$ cat src/rtl/hazard_unit_if.sv
// Control bundle between the pipeline and hazard_unit: hazard inputs, stall/flush controls,
// the writeback shadow for forwarding_unit and the optional performance counters.
interface hazard_unit_if;
  logic [4:0]  id_rs1_addr;
  logic [4:0]  id_rs2_addr;
  logic        id_rs1_used;
  logic        id_rs2_used;
  logic [4:0]  ex_rd_addr;
  logic        ex_mem_read;
  logic        ex_redirect;
  logic        mdu_busy;
  logic [4:0]  wb_rd_addr;
  logic        wb_reg_write;
  logic        pc_stall;
  logic        if_id_stall;
  logic        id_ex_stall;
  logic        if_id_flush;
  logic        id_ex_flush;
  logic        ex_mem_flush;
  logic [4:0]  temp_rd_addr;
  logic        temp_reg_write;
  logic [1:0]  hazard_state;
  logic [31:0] stall_cycles;
  logic [31:0] flush_events;

  // Pipeline side: supplies hazard sources, consumes the controls.
  modport master (
    output id_rs1_addr, id_rs2_addr, id_rs1_used, id_rs2_used,
           ex_rd_addr, ex_mem_read, ex_redirect, mdu_busy,
           wb_rd_addr, wb_reg_write,
    input  pc_stall, if_id_stall, id_ex_stall, if_id_flush, id_ex_flush,
           ex_mem_flush, temp_rd_addr, temp_reg_write, hazard_state,
           stall_cycles, flush_events
  );

  modport slave (
    input  id_rs1_addr, id_rs2_addr, id_rs1_used, id_rs2_used,
           ex_rd_addr, ex_mem_read, ex_redirect, mdu_busy,
           wb_rd_addr, wb_reg_write,
    output pc_stall, if_id_stall, id_ex_stall, if_id_flush, id_ex_flush,
           ex_mem_flush, temp_rd_addr, temp_reg_write, hazard_state,
           stall_cycles, flush_events
  );
endinterface

$ cat src/rtl/hazard_unit.sv
// Stall/flush controller for the 5-stage RV32 pipeline plus the WB shadow used by forwarding_unit.
// Defining HAZARD_PERF_CNT_EN adds saturating stall-cycle and flush-event counters.
module hazard_unit #(
  parameter int unsigned LOAD_USE_STALL = 1,
  parameter int unsigned FLUSH_CYCLES   = 1
) (
  input  logic         clk,
  input  logic         rst,
  hazard_unit_if.slave hz
);

  typedef enum logic [1:0] {
    RUN        = 2'b00,
    LOAD_STALL = 2'b01,
    MDU_WAIT   = 2'b10,
    FLUSH      = 2'b11
  } state_t;

  localparam logic [2:0] STALL_RELOAD = 3'(LOAD_USE_STALL - 1);
  localparam logic [1:0] FLUSH_RELOAD = 2'(FLUSH_CYCLES - 1);

  state_t     state, state_next;
  logic [2:0] stall_cnt, stall_cnt_next;
  logic [1:0] flush_cnt, flush_cnt_next;
  logic       lu;
  logic       use_run_eval;
  logic       pc_stall, if_id_stall, id_ex_stall;
  logic       if_id_flush, id_ex_flush, ex_mem_flush;
  logic [4:0] temp_rd_addr;
  logic       temp_reg_write;

  assign lu = hz.ex_mem_read && (hz.ex_rd_addr != 5'd0) &&
              ((hz.id_rs1_used && (hz.id_rs1_addr == hz.ex_rd_addr)) ||
               (hz.id_rs2_used && (hz.id_rs2_addr == hz.ex_rd_addr)));

  always_ff @(posedge clk) begin
    if (rst) begin
      state     <= RUN;
      stall_cnt <= '0;
      flush_cnt <= '0;
    end else begin
      state     <= state_next;
      stall_cnt <= stall_cnt_next;
      flush_cnt <= flush_cnt_next;
    end
  end

  // MDU_WAIT behaves like RUN; LOAD_STALL/FLUSH fall back to it only when preempted.
  always_comb begin
    state_next     = state;
    stall_cnt_next = stall_cnt;
    flush_cnt_next = flush_cnt;
    pc_stall       = 1'b0;
    if_id_stall    = 1'b0;
    id_ex_stall    = 1'b0;
    if_id_flush    = 1'b0;
    id_ex_flush    = 1'b0;
    ex_mem_flush   = 1'b0;
    use_run_eval   = 1'b0;

    case (state)
      LOAD_STALL: begin
        if (hz.mdu_busy || hz.ex_redirect) begin
          use_run_eval = 1'b1;
        end else begin
          pc_stall    = 1'b1;
          if_id_stall = 1'b1;
          id_ex_flush = 1'b1;
          if (stall_cnt <= 3'd1) begin
            state_next     = RUN;
            stall_cnt_next = '0;
          end else begin
            stall_cnt_next = stall_cnt - 3'd1;
          end
        end
      end
      FLUSH: begin
        if (hz.mdu_busy || hz.ex_redirect) begin
          use_run_eval = 1'b1;
        end else begin
          if_id_flush = 1'b1;
          if (flush_cnt <= 2'd1) begin
            state_next     = RUN;
            flush_cnt_next = '0;
          end else begin
            flush_cnt_next = flush_cnt - 2'd1;
          end
        end
      end
      default: use_run_eval = 1'b1;
    endcase

    if (use_run_eval) begin
      state_next     = RUN;
      stall_cnt_next = '0;
      flush_cnt_next = '0;
      if (hz.mdu_busy) begin
        pc_stall     = 1'b1;
        if_id_stall  = 1'b1;
        id_ex_stall  = 1'b1;
        ex_mem_flush = 1'b1;
        state_next   = MDU_WAIT;
      end else if (hz.ex_redirect) begin
        if_id_flush = 1'b1;
        id_ex_flush = 1'b1;
        if (FLUSH_CYCLES > 1) begin
          state_next     = FLUSH;
          flush_cnt_next = FLUSH_RELOAD;
        end
      end else if (lu) begin
        pc_stall    = 1'b1;
        if_id_stall = 1'b1;
        id_ex_flush = 1'b1;
        if (LOAD_USE_STALL > 1) begin
          state_next     = LOAD_STALL;
          stall_cnt_next = STALL_RELOAD;
        end
      end
    end
  end

  // Shadow runs every cycle regardless of stalls; x0 writes never become valid.
  always_ff @(posedge clk) begin
    if (rst) begin
      temp_rd_addr   <= '0;
      temp_reg_write <= 1'b0;
    end else begin
      temp_rd_addr   <= hz.wb_rd_addr;
      temp_reg_write <= hz.wb_reg_write && (hz.wb_rd_addr != 5'd0);
    end
  end

  assign hz.pc_stall       = pc_stall;
  assign hz.if_id_stall    = if_id_stall;
  assign hz.id_ex_stall    = id_ex_stall;
  assign hz.if_id_flush    = if_id_flush;
  assign hz.id_ex_flush    = id_ex_flush;
  assign hz.ex_mem_flush   = ex_mem_flush;
  assign hz.temp_rd_addr   = temp_rd_addr;
  assign hz.temp_reg_write = temp_reg_write;
  assign hz.hazard_state   = state;

`ifdef HAZARD_PERF_CNT_EN
  logic [31:0] stall_cycles_q;
  logic [31:0] flush_events_q;
  logic        if_id_flush_q;

  always_ff @(posedge clk) begin
    if (rst) begin
      stall_cycles_q <= '0;
      flush_events_q <= '0;
      if_id_flush_q  <= 1'b0;
    end else begin
      if_id_flush_q <= if_id_flush;
      if (pc_stall && (stall_cycles_q != 32'hFFFF_FFFF)) begin
        stall_cycles_q <= stall_cycles_q + 32'd1;
      end
      if (if_id_flush && !if_id_flush_q && (flush_events_q != 32'hFFFF_FFFF)) begin
        flush_events_q <= flush_events_q + 32'd1;
      end
    end
  end

  assign hz.stall_cycles = stall_cycles_q;
  assign hz.flush_events = flush_events_q;
`else
  assign hz.stall_cycles = '0;
  assign hz.flush_events = '0;
`endif

endmodule
$ cat src/flat_wrapper.sv
// flat-port wrapper written by rule: the top's interface ports become plain ports
module hazard_unit_flat 
#(
  parameter int unsigned LOAD_USE_STALL = 1,
  parameter int unsigned FLUSH_CYCLES   = 1
)
  (clk, rst, hz_id_rs1_addr, hz_id_rs2_addr, hz_id_rs1_used, hz_id_rs2_used, hz_ex_rd_addr, hz_ex_mem_read, hz_ex_redirect, hz_mdu_busy, hz_wb_rd_addr, hz_wb_reg_write, hz_pc_stall, hz_if_id_stall, hz_id_ex_stall, hz_if_id_flush, hz_id_ex_flush, hz_ex_mem_flush, hz_temp_rd_addr, hz_temp_reg_write, hz_hazard_state, hz_stall_cycles, hz_flush_events);
  hazard_unit_if hz_i ();
  input  logic clk;
  input  logic rst;
  input wire logic [$bits(hz_i.id_rs1_addr)-1:0] hz_id_rs1_addr;
  input wire logic [$bits(hz_i.id_rs2_addr)-1:0] hz_id_rs2_addr;
  input wire logic [$bits(hz_i.id_rs1_used)-1:0] hz_id_rs1_used;
  input wire logic [$bits(hz_i.id_rs2_used)-1:0] hz_id_rs2_used;
  input wire logic [$bits(hz_i.ex_rd_addr)-1:0] hz_ex_rd_addr;
  input wire logic [$bits(hz_i.ex_mem_read)-1:0] hz_ex_mem_read;
  input wire logic [$bits(hz_i.ex_redirect)-1:0] hz_ex_redirect;
  input wire logic [$bits(hz_i.mdu_busy)-1:0] hz_mdu_busy;
  input wire logic [$bits(hz_i.wb_rd_addr)-1:0] hz_wb_rd_addr;
  input wire logic [$bits(hz_i.wb_reg_write)-1:0] hz_wb_reg_write;
  output wire logic [$bits(hz_i.pc_stall)-1:0] hz_pc_stall;
  output wire logic [$bits(hz_i.if_id_stall)-1:0] hz_if_id_stall;
  output wire logic [$bits(hz_i.id_ex_stall)-1:0] hz_id_ex_stall;
  output wire logic [$bits(hz_i.if_id_flush)-1:0] hz_if_id_flush;
  output wire logic [$bits(hz_i.id_ex_flush)-1:0] hz_id_ex_flush;
  output wire logic [$bits(hz_i.ex_mem_flush)-1:0] hz_ex_mem_flush;
  output wire logic [$bits(hz_i.temp_rd_addr)-1:0] hz_temp_rd_addr;
  output wire logic [$bits(hz_i.temp_reg_write)-1:0] hz_temp_reg_write;
  output wire logic [$bits(hz_i.hazard_state)-1:0] hz_hazard_state;
  output wire logic [$bits(hz_i.stall_cycles)-1:0] hz_stall_cycles;
  output wire logic [$bits(hz_i.flush_events)-1:0] hz_flush_events;
  assign hz_i.id_rs1_addr = hz_id_rs1_addr;
  assign hz_i.id_rs2_addr = hz_id_rs2_addr;
  assign hz_i.id_rs1_used = hz_id_rs1_used;
  assign hz_i.id_rs2_used = hz_id_rs2_used;
  assign hz_i.ex_rd_addr = hz_ex_rd_addr;
  assign hz_i.ex_mem_read = hz_ex_mem_read;
  assign hz_i.ex_redirect = hz_ex_redirect;
  assign hz_i.mdu_busy = hz_mdu_busy;
  assign hz_i.wb_rd_addr = hz_wb_rd_addr;
  assign hz_i.wb_reg_write = hz_wb_reg_write;
  assign hz_pc_stall = hz_i.pc_stall;
  assign hz_if_id_stall = hz_i.if_id_stall;
  assign hz_id_ex_stall = hz_i.id_ex_stall;
  assign hz_if_id_flush = hz_i.if_id_flush;
  assign hz_id_ex_flush = hz_i.id_ex_flush;
  assign hz_ex_mem_flush = hz_i.ex_mem_flush;
  assign hz_temp_rd_addr = hz_i.temp_rd_addr;
  assign hz_temp_reg_write = hz_i.temp_reg_write;
  assign hz_hazard_state = hz_i.hazard_state;
  assign hz_stall_cycles = hz_i.stall_cycles;
  assign hz_flush_events = hz_i.flush_events;
  hazard_unit #(.LOAD_USE_STALL(LOAD_USE_STALL), .FLUSH_CYCLES(FLUSH_CYCLES)) u_core (.clk(clk), .rst(rst), .hz(hz_i));
endmodule
$ cat config.mk
export PLATFORM = sky130hd
export DESIGN_NAME = hazard_unit_flat
export DESIGN_NICKNAME = d
export VERILOG_FILES = /design/src/rtl/hazard_unit_if.sv /design/src/rtl/hazard_unit.sv /design/src/flat_wrapper.sv
export SDC_FILE = /design/constraint.sdc
export NUM_CORES = 1
export LEC_CHECK = 0
export CAP_MARGIN = 20
export CORE_ASPECT_RATIO = 2
export CORE_UTILIZATION = 28
export DETAILED_ROUTE_END_ITERATION = 6
export HOLD_SLACK_MARGIN = 0.12
export MAX_ROUTING_LAYER = met4
export PLACE_DENSITY = 0.95
export SYNTH_ARGS = -nofsm -noshare
export SYNTH_HDL_FRONTEND = slang
export SYNTH_SLANG_ARGS = --single-unit
$ cat constraint.sdc
create_clock -name clk -period 2.3 [get_ports clk]
set_input_delay 0.46 -clock clk [delete_from_list [all_inputs] [get_ports clk]]
set_output_delay 0.46 -clock clk [all_outputs]
set_load 0.005 [all_outputs]
Word level (Yosys, flattened, before mapping)

Cells that the tools add are included.

Muxes and demuxes: 26
Equality and inequality tests: 8
Reduce and logical (&&, ||, !) cells: 15
Order comparisons: 2
Bitwise logic cells: 1
$add $sub $neg: 2

Operators with widths:

| cell                                                                             | count |
|---|---|
| 1-bit 2-to-1 mux                                                                 | 17 |
| 2-bit 2-to-1 mux                                                                 | 7 |
| 5-bit equality test                                                              | 2 |
| 5-bit nonzero test                                                               | 2 |
| 3-bit by 1-bit inequality test with 1-bit output, second input constant          | 2 |
| 3-bit by 2-bit inequality test with 1-bit output, second input constant          | 2 |
| 1-bit logical AND                                                                | 5 |
| 5-bit AND reduction                                                              | 1 |
| 2-bit case mux with 2 select lines                                               | 1 |
| 2-bit AND reduction                                                              | 2 |
| 2-bit OR reduction                                                               | 2 |
| 3-bit by 1-bit less-or-equal comparator with 1-bit output, second input constant | 1 |
| 3-bit 2-to-1 mux                                                                 | 1 |
| 3-bit nonzero test                                                               | 1 |
| 3-bit by 1-bit subtractor with 3-bit output, second input constant               | 1 |
| 2-bit by 1-bit equality test with 1-bit output, second input constant            | 1 |
| 2-bit equality test, second input constant                                       | 1 |
| 2-bit by 1-bit less-or-equal comparator with 1-bit output, second input constant | 1 |
| 1-bit logical OR                                                                 | 2 |
| 2-bit by 1-bit subtractor with 2-bit output, second input constant               | 1 |
| 1-bit NOT                                                                        | 1 |

Flip-flop bits (word level): 13
Output and inout bits: 78

Logic depth before layout (Yosys ltp)

Word-level depth: 8
Depth in mapped cells: 5

Least setup slack after synthesis

OpenSTA, ideal clock, no wires.

Kind: input-to-output
Start: input hz_ex_rd_addr[4]
End: output hz_pc_stall
Cell stages on the path: 5
Data arrival time: 1.498 ns
Buffers on the path: 1
Path slack: 0.342 ns
Required time: 1.840 ns
Path through: xor2_1 nor4_2 a32oi_1 o31ai_1 buf_4

Cells in the longest elaborated chain, start to end: 8
Elaborated cells on any way between the ends: 12

Ends and longest elaborated chain:

| element                                       | RTL line                             | text |
|---|---|---|
| from (decl)                                   | flat_wrapper.sv:15                   | `input wire logic [$bits(hz_i.ex_rd_addr)-1:0] hz_ex_rd_addr;` |
| 5-bit equality test, on equally long branches | hazard_unit.sv:33, hazard_unit.sv:34 |  |
| 1-bit logical AND, on equally long branches   | hazard_unit.sv:33, hazard_unit.sv:34 |  |
| 1-bit logical OR                              | hazard_unit.sv:33                    | `((hz.id_rs1_used && (hz.id_rs1_addr == hz.ex_rd_addr)) \|\|` |
| 1-bit logical AND *                           | hazard_unit.sv:32                    | `assign lu = hz.ex_mem_read && (hz.ex_rd_addr != 5'd0) &&` |
| 1-bit 2-to-1 mux * (4 in series)              | --                                   |  |
| to (decl)                                     | flat_wrapper.sv:21                   | `output wire logic [$bits(hz_i.pc_stall)-1:0] hz_pc_stall;` |

Mark *: on every way between the ends. The rest lies on a longest branch, timed or not.

Worst setup path in the final report

Start: input hz_ex_rd_addr[1]
End: output hz_id_ex_flush

Cells in the longest elaborated chain, start to end: 8
Elaborated cells on any way between the ends: 12

Ends and longest elaborated chain:

| element                                       | RTL line                             | text |
|---|---|---|
| 5-bit equality test, on equally long branches | hazard_unit.sv:33, hazard_unit.sv:34 |  |
| 1-bit logical AND, on equally long branches   | hazard_unit.sv:33, hazard_unit.sv:34 |  |
| 1-bit logical OR                              | hazard_unit.sv:33                    |  |
| 1-bit logical AND *                           | hazard_unit.sv:32                    |  |
| 1-bit 2-to-1 mux *                            | hazard_unit.sv:110                   | `end else if (lu) begin` |
| 1-bit 2-to-1 mux *                            | hazard_unit.sv:103                   | `end else if (hz.ex_redirect) begin` |
| 1-bit 2-to-1 mux *                            | hazard_unit.sv:97                    | `if (hz.mdu_busy) begin` |
| 1-bit 2-to-1 mux *                            | hazard_unit.sv:93                    | `if (use_run_eval) begin` |
| to (decl)                                     | flat_wrapper.sv:25                   | `output wire logic [$bits(hz_i.id_ex_flush)-1:0] hz_id_ex_flush;` |

Marks and branches as above.

==> run summary <==
Status = finished clean
H-Tree Depth = 1
Largest net degree at the start of global routing = 8
WL final = 1500 um
Synthesized area = 870 um^2
Hold Vio Cnt, Final = 0
Tightest Hold Check Type = primary input to flop
Pint = 324 uW
Die height = 80.8 um
Final Instance Area = 1140 um^2
Filler cells = 292
Antenna violations before repair = 0
Via count = 651
Final Cycle Share = 97.3%
Net switching fraction of the power = 26.2%
Max-cap violation count = 0
Crit end category = output port
Core area = 2940 um^2
Seq cells post-synth = 7
Crit path time final = 2.24 ns
Placed Cells = 174
Port-buffer cells = 40
PnR worst setup slack = 0.0624 ns
RSZ-0062 raised after global routing = false
Vias/cell = 3.58
Pleak = 0.000586 uW
IO Count = 106
RD Place Congestion = 0.678
Antenna cells = 0
Final Util = 38.9%
GRT Total Usage = 9.05%
Highest clock rate = 447 MHz
Startpoint types = primary input
WL/cell = 8.26 um
DP Worst Slack = -0.691 ns
Clock share of power = 38.2%
Crit path kind = primary input to output port
Number of iterations in the first detailed-routing pass = 3
CP top delay family = buffers and inverters
Area grow syn2layout = 31.5%
Gr ovfl total = 0
Die ar. = 3350 um^2
Num CTS Buffers = 3
Synth Warn # = 0
# setup viols final = 0
Vias in the first global route = 538
CTS tree = done
Die Width = 41.4 um
Worst VDD drop = 0.114 mV
Post-Layout Cell Count = 182
Worst Path Buf+Inv = 3
Largest stage delay on the critical path = 0.50 ns
Sequential area share after synthesis = 16.1%
Post-route ant nets = 0
Syn avg cell area = 8.20 um^2
Worst hold slack = 0.811 ns
Layout Nets = 181
Initial Utilization = 29.5%
Clk slew on worst S/H paths = 0.04 ns
Synth unique cells = 17
Post-Place Cell Area = 1050 um^2
Critical Path, Cell by Cell = clkdlybuf4s15_1 > or4_4 > o21ai_2 > buf_4 > o31ai_1 > dlygate4sd2_1
Clk sinks = 7
First-pass GRT wire length = 2210 um
Remaining routing DRC violations = 0
Share of layout cells above drive strength 1 = 17.1%
Drt first-iter violations = 4
Worst path arrival time = 1.78 ns
Max clock buf depth = 2
CTS Hold Bufs = 0
Net Sw Power = 115 uW
Logic gate share of total power = 32.1%
CP max FO = 3
Reg power frac = 29.6%
Pwr per Cell Area = 384 nW/um^2
Cells after synthesis = 106
Critical Path RT = 1.84 ns
Final Max Tran Viols = 0
Root Driver = clkbuf_8
Std-Cell Rows = 28
Crit-path slowest cell = or4_4
repair_timing:
action / 4_1_cts / 5_1_grt
resized for setup: 39 / 12
pin swaps: 7 / 9
endpoints found under the setup margin: 3 / 3
buffers inserted: 5 / 0
per-stage QoR:
stage | power (uW) | setup TNS [ns]
after floorplan | 265 | 0
after global placement | 264 | -1.69
after detailed placement | 267 | -1.94
after CTS | 442 | 0
after global routing | 465 | 0
final | 439 | 0
final cells by class:
type / count / area, um^2 / area share, %
clock buffers: 4 / 45.0 / 3.94
multi-input cells: 93 / 493 / 43.1
well taps: 30 / 37.5 / 3.28
repair buffers: 46 / 420 / 36.8
flip-flops and latches: 7 / 140 / 12.3
inverters: 2 / 7.51 / 0.656
cell usage after synthesis:
library cell,n,area share (%)
or4_1,2,1.7
inv_1,2,0.86
o21ai_1,1,0.57
xnor2_1,2,2.0
nor4_1,1,0.72
and2_2,1,0.86
nor3b_1,1,0.86
xor2_1,8,8.1
buf_4,68,59
nor4_2,1,1.4
conb_1,1,0.43
dfxtp_1,7,16
nand2_1,1,0.43
nor2b_1,5,3.6
a32oi_1,1,1.0
o31ai_1,2,1.7
nor2_1,2,0.86
registers in the layout, summed over array words and instances (netlist names):
register,cells
u_core.hz.temp_rd_addr,5
u_core.hz.temp_reg_write,1
u_core.hz.hazard_state,1
power groups by stage:
stage / Clock [uW] / Combinational [uW] / Sequential [uW]
3_3_place_gp: 0 / 132 / 132
4_1_cts: 173 / 139 / 130
6_report: 168 / 141 / 130
5_1_grt: 179 / 155 / 131
3_5_place_dp: 0 / 135 / 132
2_1_floorplan: 0 / 132 / 133
kinds of logic after synthesis:
family | count (synthesis) | share of synthesized area (%)
AOI/OAI and AO/OA | 4 | 3.31
xor gates and xnor gates | 10 | 10.1
DFF | 7 | 16.1
other | 1 | 0.431
and+or+nand+nor | 14 | 10.5
buffers and inverters | 70 | 59.6
layer usage:
layer	routed length, um	GRT usage (%)	share of wire [%]
met5	0	-	0
met4	14	4.84	0.93
met3	278	3.56	18
met2	878	18.8	58
met1	332	5.79	22
path summary, 6_finish.rpt:
kind / startpoint / endpoint / depth (start not counted)
worst min-delay path: hz_wb_reg_write / u_core.hz.temp_reg_write / 2
worst max-delay path: hz_ex_rd_addr[1] / hz_id_ex_flush / 6
placed cells by master (no fill, tap or decap), types with 2 or more instances in the layout:
master	instances
xor2_1	7
inv_1	2
nor4_2	2
nor2b_1	5
dfxtp_1	7
clkbuf_8	3
clkdlybuf4s15_1	5
nor2_1	2
buf_2	3
clkbuf_2	2
dlygate4sd2_1	3
buf_4	6
buf_6	2
conb_1	65
clkdlybuf4s50_1	24
(Power assumes the default switching activity.)
